**src/rtl/key_debounce.sv**
```systemverilog
// Push-button debouncer: synchronizes an active-low key, filters bounce with a
// stability counter, and emits a debounced level, press/release pulses and a press count.
module key_debounce #(
  parameter int DEBOUNCE_CYCLES = 1000000,
  parameter int SYNC_STAGES     = 2
) (
  input  logic                                   EXTCLK,
  input  logic                                   RST_N,
  input  logic                                   KEY_N_IN,
  output logic                                   KEY_LEVEL,
  output logic                                   KEY_PRESS,
  output logic                                   KEY_RELEASE,
  output logic [7:0]                             PRESS_COUNT,
  output logic [1:0]                             DBG_STATE,
  output logic [$clog2(DEBOUNCE_CYCLES+1)-1:0]   DBG_COUNT
);

  localparam int CW = $clog2(DEBOUNCE_CYCLES + 1);
  localparam logic [CW-1:0] CNT_LAST = CW'(DEBOUNCE_CYCLES - 1);
  localparam bit SINGLE = (DEBOUNCE_CYCLES == 1);

  typedef enum logic [1:0] {
    ST_UP         = 2'd0,
    ST_UP_TO_DOWN = 2'd1,
    ST_DOWN       = 2'd2,
    ST_DOWN_TO_UP = 2'd3
  } state_t;

  logic [SYNC_STAGES-1:0] sync_q;
  logic                   sync_n;

  state_t         state_q, state_nxt;
  logic [CW-1:0]  cnt_q, cnt_nxt;
  logic           level_q, level_nxt;
  logic           press_q, press_nxt;
  logic           release_q, release_nxt;
  logic [7:0]     count_q, count_nxt;

  // Synchronizer resets to the idle (released) level so reset never fakes a press.
  always_ff @(posedge EXTCLK or negedge RST_N) begin
    if (!RST_N) begin
      sync_q <= '1;
    end else begin
      sync_q <= {sync_q[SYNC_STAGES-2:0], KEY_N_IN};
    end
  end

  assign sync_n = sync_q[SYNC_STAGES-1];

  // State register; all outputs are registered here as well.
  always_ff @(posedge EXTCLK or negedge RST_N) begin
    if (!RST_N) begin
      state_q   <= ST_UP;
      cnt_q     <= '0;
      level_q   <= 1'b0;
      press_q   <= 1'b0;
      release_q <= 1'b0;
      count_q   <= 8'h00;
    end else begin
      state_q   <= state_nxt;
      cnt_q     <= cnt_nxt;
      level_q   <= level_nxt;
      press_q   <= press_nxt;
      release_q <= release_nxt;
      count_q   <= count_nxt;
    end
  end

  // Next state: any opposite sample during a counting run drops the count to zero.
  always_comb begin
    state_nxt = state_q;
    cnt_nxt   = '0;
    case (state_q)
      ST_UP: begin
        if (!sync_n) begin
          if (SINGLE) begin
            state_nxt = ST_DOWN;
          end else begin
            state_nxt = ST_UP_TO_DOWN;
            cnt_nxt   = CW'(1);
          end
        end
      end
      ST_UP_TO_DOWN: begin
        if (sync_n) begin
          state_nxt = ST_UP;
        end else if (cnt_q == CNT_LAST) begin
          state_nxt = ST_DOWN;
        end else begin
          cnt_nxt = cnt_q + CW'(1);
        end
      end
      ST_DOWN: begin
        if (sync_n) begin
          if (SINGLE) begin
            state_nxt = ST_UP;
          end else begin
            state_nxt = ST_DOWN_TO_UP;
            cnt_nxt   = CW'(1);
          end
        end
      end
      ST_DOWN_TO_UP: begin
        if (!sync_n) begin
          state_nxt = ST_DOWN;
        end else if (cnt_q == CNT_LAST) begin
          state_nxt = ST_UP;
        end else begin
          cnt_nxt = cnt_q + CW'(1);
        end
      end
      default: begin
        state_nxt = ST_UP;
      end
    endcase
  end

  // Outputs follow the completing transition into DOWN or UP.
  always_comb begin
    press_nxt   = 1'b0;
    release_nxt = 1'b0;
    level_nxt   = level_q;
    count_nxt   = count_q;
    if ((state_q == ST_UP || state_q == ST_UP_TO_DOWN) && state_nxt == ST_DOWN) begin
      press_nxt = 1'b1;
      level_nxt = 1'b1;
      count_nxt = count_q + 8'd1;
    end
    if ((state_q == ST_DOWN || state_q == ST_DOWN_TO_UP) && state_nxt == ST_UP) begin
      release_nxt = 1'b1;
      level_nxt   = 1'b0;
    end
  end

  assign KEY_LEVEL   = level_q;
  assign KEY_PRESS   = press_q;
  assign KEY_RELEASE = release_q;
  assign PRESS_COUNT = count_q;
  assign DBG_STATE   = state_q;
  assign DBG_COUNT   = cnt_q;

endmodule
```
**config.mk**
```make
export PLATFORM = sky130hd
export DESIGN_NAME = key_debounce
export DESIGN_NICKNAME = d
export VERILOG_FILES = /design/src/rtl/key_debounce.sv
export SDC_FILE = /design/constraint.sdc
export NUM_CORES = 1
export LEC_CHECK = 0
export CORE_MARGIN = 5
export CORE_UTILIZATION = 41
export CTS_BUF_LIST = sky130_fd_sc_hd__clkbuf_2
export CTS_CLUSTER_DIAMETER = 60
export CTS_CLUSTER_SIZE = 12
export DETAILED_ROUTE_END_ITERATION = 8
export GPL_TIMING_DRIVEN = 0
export PLACE_DENSITY_LB_ADDON = 0.2
export SETUP_SLACK_MARGIN = 0.2
export SYNTH_ARGS = -nofsm -noshare
export SYNTH_HDL_FRONTEND = slang
export SYNTH_SLANG_ARGS = --single-unit
```
**constraint.sdc**
```tcl
create_clock -name EXTCLK -period 3.5 [get_ports EXTCLK]
set_input_delay 1.05 -clock EXTCLK [delete_from_list [all_inputs] [get_ports EXTCLK]]
set_output_delay 1.05 -clock EXTCLK [all_outputs]
set_load 0.1 [all_outputs]
```
# ---- Yosys cells after proc, flatten, opt, wreduce, memory -nomap -nowiden
# Index checks and enable logic that the tools add are counted.
dict set report word_totals {
  wordCells 38
  out_inout_bits 33
  inputBits 3
  reg_bits 35
}
dict set report op_classes {
  muxes 17
  eq_ne 5
  addsub 2
  reduce_logical 7
}
# operator count
set op_table {}
lappend op_table {{$pmux W20 S4} 1}
lappend op_table {{$mux W20} 3}
lappend op_table {{$add A20 B1 Y20 const B} 1}
lappend op_table {{$eq A20 B20 Y1 const B} 1}
lappend op_table {{$mux W2} 6}
lappend op_table {{$add A8 B1 Y8 const B} 1}
lappend op_table {{$pmux W2 S4} 1}
lappend op_table {{$eq A2 B2 Y1 const B} 3}
lappend op_table {{$mux W1} 6}
lappend op_table {{$logic_not A2 Y1} 2}
lappend op_table {{$eq A2 B1 Y1 const B} 1}
lappend op_table {{$logic_and A1 B1 Y1} 2}
lappend op_table {{$logic_or A1 B1 Y1} 2}
lappend op_table {{$reduce_bool A2 Y1} 1}

# ---- Longest topological paths before layout
dict set report logic_depth {
  depth_word 8
  mapped_depth 6
}

# ---- Worst setup path before layout
# Ideal clock, no wire load.
dict set report synth_path {
  kind {register to register}
  from {reg cnt_q[0] (netlist: DBG_COUNT[0])}
  to {reg count_q[1] (netlist: PRESS_COUNT[1])}
  t_arrival_ns 2.618
  path_buffers 1
  path_stages_with_launch 7
  slack_ns 0.754
  path_cell_list {dfrtp_1 ha_1 nand2_1 or4_1 buf_2 nor2_1 mux2_1}
}
dict set report synth_between {
  elab_chain_cells 6
}
# item line_no
set synth_rtl {}
lappend synth_rtl {{start: declaration} 33} ;# logic [CW-1:0] cnt_q, cnt_nxt;
lappend synth_rtl {{start signal: assignment} 61} ;# cnt_q <= cnt_nxt;
lappend synth_rtl {{$eq A20 B20 Y1 *} {87, 106}}
lappend synth_rtl {{$mux W2, on equally long branches} {106, 87}}
lappend synth_rtl {{$mux W2, on equally long branches} {104, 85}}
lappend synth_rtl {{$pmux W2 S4 *} 73} ;# case (state_q)
lappend synth_rtl {{$eq A2 B2 Y1 *} 124} ;# if ((state_q == ST_UP || state_q == ST_UP_TO_DOWN) && state_nxt == ST_DOWN) begin
lappend synth_rtl {{$logic_and A1 B1 Y1 *} 124}
lappend synth_rtl {{end signal: assignment} 65} ;# count_q <= count_nxt;
lappend synth_rtl {{end: declaration} 37} ;# logic [7:0] count_q, count_nxt;
# Every way passes the cells marked *; elsewhere a longest branch is shown, timed or not.
# A chain may end at the register's enable or synchronous reset.

# ---- Worst setup path in the final report
dict set report layout_path {
  from {reg state_q[1] (netlist: DBG_STATE[1])}
  to {out DBG_STATE[1]}
}
# item line_no
set layout_rtl {}
lappend layout_rtl {{start: declaration} 32} ;# state_t state_q, state_nxt;
lappend layout_rtl {{start signal: assignment} 60} ;# state_q <= state_nxt;
lappend layout_rtl {{end: declaration} 14} ;# output logic [1:0] DBG_STATE,
# No word-level cell between the ends.

==> impl_metrics.ini <==
[logic_synthesis]
synth_top_family_by_area = simple AND/OR/NAND/NOR gates
synthAdderAreaFrac = 0.0150
ys_types = 32
syn-cell-area_um2 = 1670
synth_flop_cell = dfrtp_1
muxShareOfSynthArea = 0.00675
postSynthNetCount = 166
yosys.area.top_type = dfrtp_1
yosys_warnings = 0
synthesis.instances = 161
synth_area_leaders = dfrtp_1 (49%), xnor2_1 (6.3%), nor2_1 (4.5%)
synth_sequential_area_ratio = 0.526
synth_simple_gate_area_frac = 0.253
avgSynthCellArea_um2 = 10.4
fraction_of_synthesis_flops_using_an_asynchronous_set_or_reset_pin = 1.00
synth_edf_count = 0
synth_top_area_share = 0.495
synth_compound_gate_area_share = 0.0675
synthXorXnorAreaFrac = 0.105
number_of_storage_elements_in_the_synthesis_netlist = 35

[route]
firstDrtPassIters = 4
drt-vias-per-instance = 5.34
postRouteAntennaNets = 0
dr.first_iter.drc_count = 56
detail_route.wl_per_cell_um = 14.1
postRouteWirelength_um = 3590
via_count = 1356
route.detailed.drc = 0

[worst_setup_path]
family_with_the_most_delay_on_the_worst_path = buffers and inverters
cp_endpoint_kind = primary output
crit_chain = clkdlybuf4s50_1
critical_path.max_fanout = 7
worstSetupPathType = reg2out
crit_start_category = flop
critPathMaxStageDelay_ns = 1.18
worst_ep_required_time_ns = 2.45
reg_to_reg_slack_setup_ns = 1.15
cp.buffers_inverters = 1
critPathSlowestCell = clkdlybuf4s50_1
crit_arrival_ns = 2.07

[hold_path]
hold_class = reg2reg

[global_route]
grt_use_total = 0.146
grt_max_degree = 36
first_global_vias = 1319
grt_antenna_before_repair = 0
grt.overflow.total = 0
wire_length_of_the_first_global_routing_pass_um = 6040

[floorplanning]
floorplan.io_pins = 36
die_w_um = 73.8
floorplan.die_area_um2 = 5450
row_count = 23
die_height_um = 73.8
initial_core_util = 0.420
core_area_um2 = 3970

[finish]
final_layout_size_suffix_gt1_frac = 0.0882
antenna-diode-count = 0
most-common-layout-cells = clkdlybuf4s50_1 (34), dfrtp_1 (33), nor2_1 (20)
final_nets = 208
flow.area_growth_from_synthesis_pct = 28.3
seqCellArea_um2 = 878
fillCellCount = 359
mostFrequentLayoutCell = clkdlybuf4s50_1
multi_input_area_um2 = 747

[clock_network]
tritoncts = yes
tritoncts.num_buffers = 5
htree_num_levels = 2
postCtsResizedCells = 0
clock_path_buffers = 2
clkLatencyLatePin_ns = 0.37
ctsHoldBuffers = 0
post_cts_setup_driven_buffer_insertion_count = 0
clockRootBuffer = clkbuf_2
cts_sinks = 35
clkSlewWorstSetupHoldPaths_ns = 0.19

[sta]
grt_setup_unrepaired = false
hold-worst-slack_ns = 0.368
slew-limit-headroom = 0.342
setup_tns_ns = 0
finalCritPeriodShare = 0.890
setup_ws_ns = 0.385
final.min_clock_period_ns = 3.12
worst-slew-pin-transition_ns = 0.984
setup_violations = 0
max_clock_freq_mhz = 321
hold_viol_final = 0
timing_max_transition_violations_final = 0
worst_clock_skew_ns = 0.0224

[power_and_ir_drop]
cellPowerDensity_nw_per_um2 = 328
peakVddDrop_uv = 156
power.leakage_uw = 0.000851

[placed_design]
post-dp-hpwl_um = 2640
routabilityCongestion = 0.733
preCtsSetupSlack_ns = 0.805
placement.io_buffers = 35

[job]
maxCapViolCount = 0

[outcome]
outcome = finished clean
[synthesized netlist by cell type, drive strengths merged, types with 2 or more instances]
library cell  count
dfrtp            33
nor2             20
xnor2            12
inv               8
nand2             8
xor2              8
a21oi             7
nand3             7
nand4             7
nor3              7
o21ai             7
nor4              5
or3               5
or4               4
and3              2
buf               2
dfstp             2
ha                2
nand4bb           2
nor2b             2
nor4b             2
o31ai             2
[worst paths after layout]
kind | to | depth (start not counted) | startpoint
max | DBG_STATE[1] | 1 | DBG_STATE[1]
min | sync_q[1] | 0 | sync_q[0]
min in group asynchronous | DBG_COUNT[18] | 1 | RST_N
max reg2reg | DBG_COUNT[4] | 6 | DBG_COUNT[0]
min reg2reg | sync_q[1] | 0 | sync_q[0]
max in group asynchronous | PRESS_COUNT[1] | 1 | RST_N
[final cells by class]
class                      instances  area share
sequential                        35       0.410
multi-input combinational        115       0.349
timing repair buffer              35       0.161
tap                               50      0.0292
clock inverter                     3      0.0181
inverter                           8      0.0140
clock buffer                       5      0.0117
buffer                             3     0.00643
[state kept, by name, indices dropped and copies added (netlist names)]
register,count
PRESS_COUNT,8
KEY_RELEASE,1
DBG_STATE,2
KEY_PRESS,1
DBG_COUNT,20
KEY_LEVEL,1
sync_q,2
[where the power goes]
group / switching [uW] / internal (uW) / total, uW
Combinational: 31.2 / 8.03 / 39.2
Clock: 133 / 118 / 251
Sequential: 3.38 / 409 / 412
[layer usage]
metal | part of all wire | vias up | wire [um] | global-route usage
met3 | 0.049 | 4 | 175 | 0.0451
met2 | 0.50 | 31 | 1790 | 0.239
li1 | - | 652 | - | -
met4 | 0.0075 | 0 | 27 | 0.0563
met5 | 0 | - | 0 | 0
met1 | 0.44 | 669 | 1590 | 0.178
[metrics by stage]
step,cell area (um^2),power (uW),utilization,std cells
finish,2140,702,0.539,254
global route,2140,738,0.539,254
CTS,2140,719,0.539,254
detailed placement,2080,460,0.523,246
global placement,2080,460,0.524,246
floorplan,1670,442,-,161
[cells by family (layout without fill, tap and decap cells)]
group	after synthesis	in the layout
AOI/OAI and AO/OA	19	19
xor gates and xnor gates	20	20
DFF	35	35
and+or+nand+nor	73	73
muxes	1	1
buffers and inverters	11	54
adders and majority gates	2	2
Power figures use the tool's default switching activity.
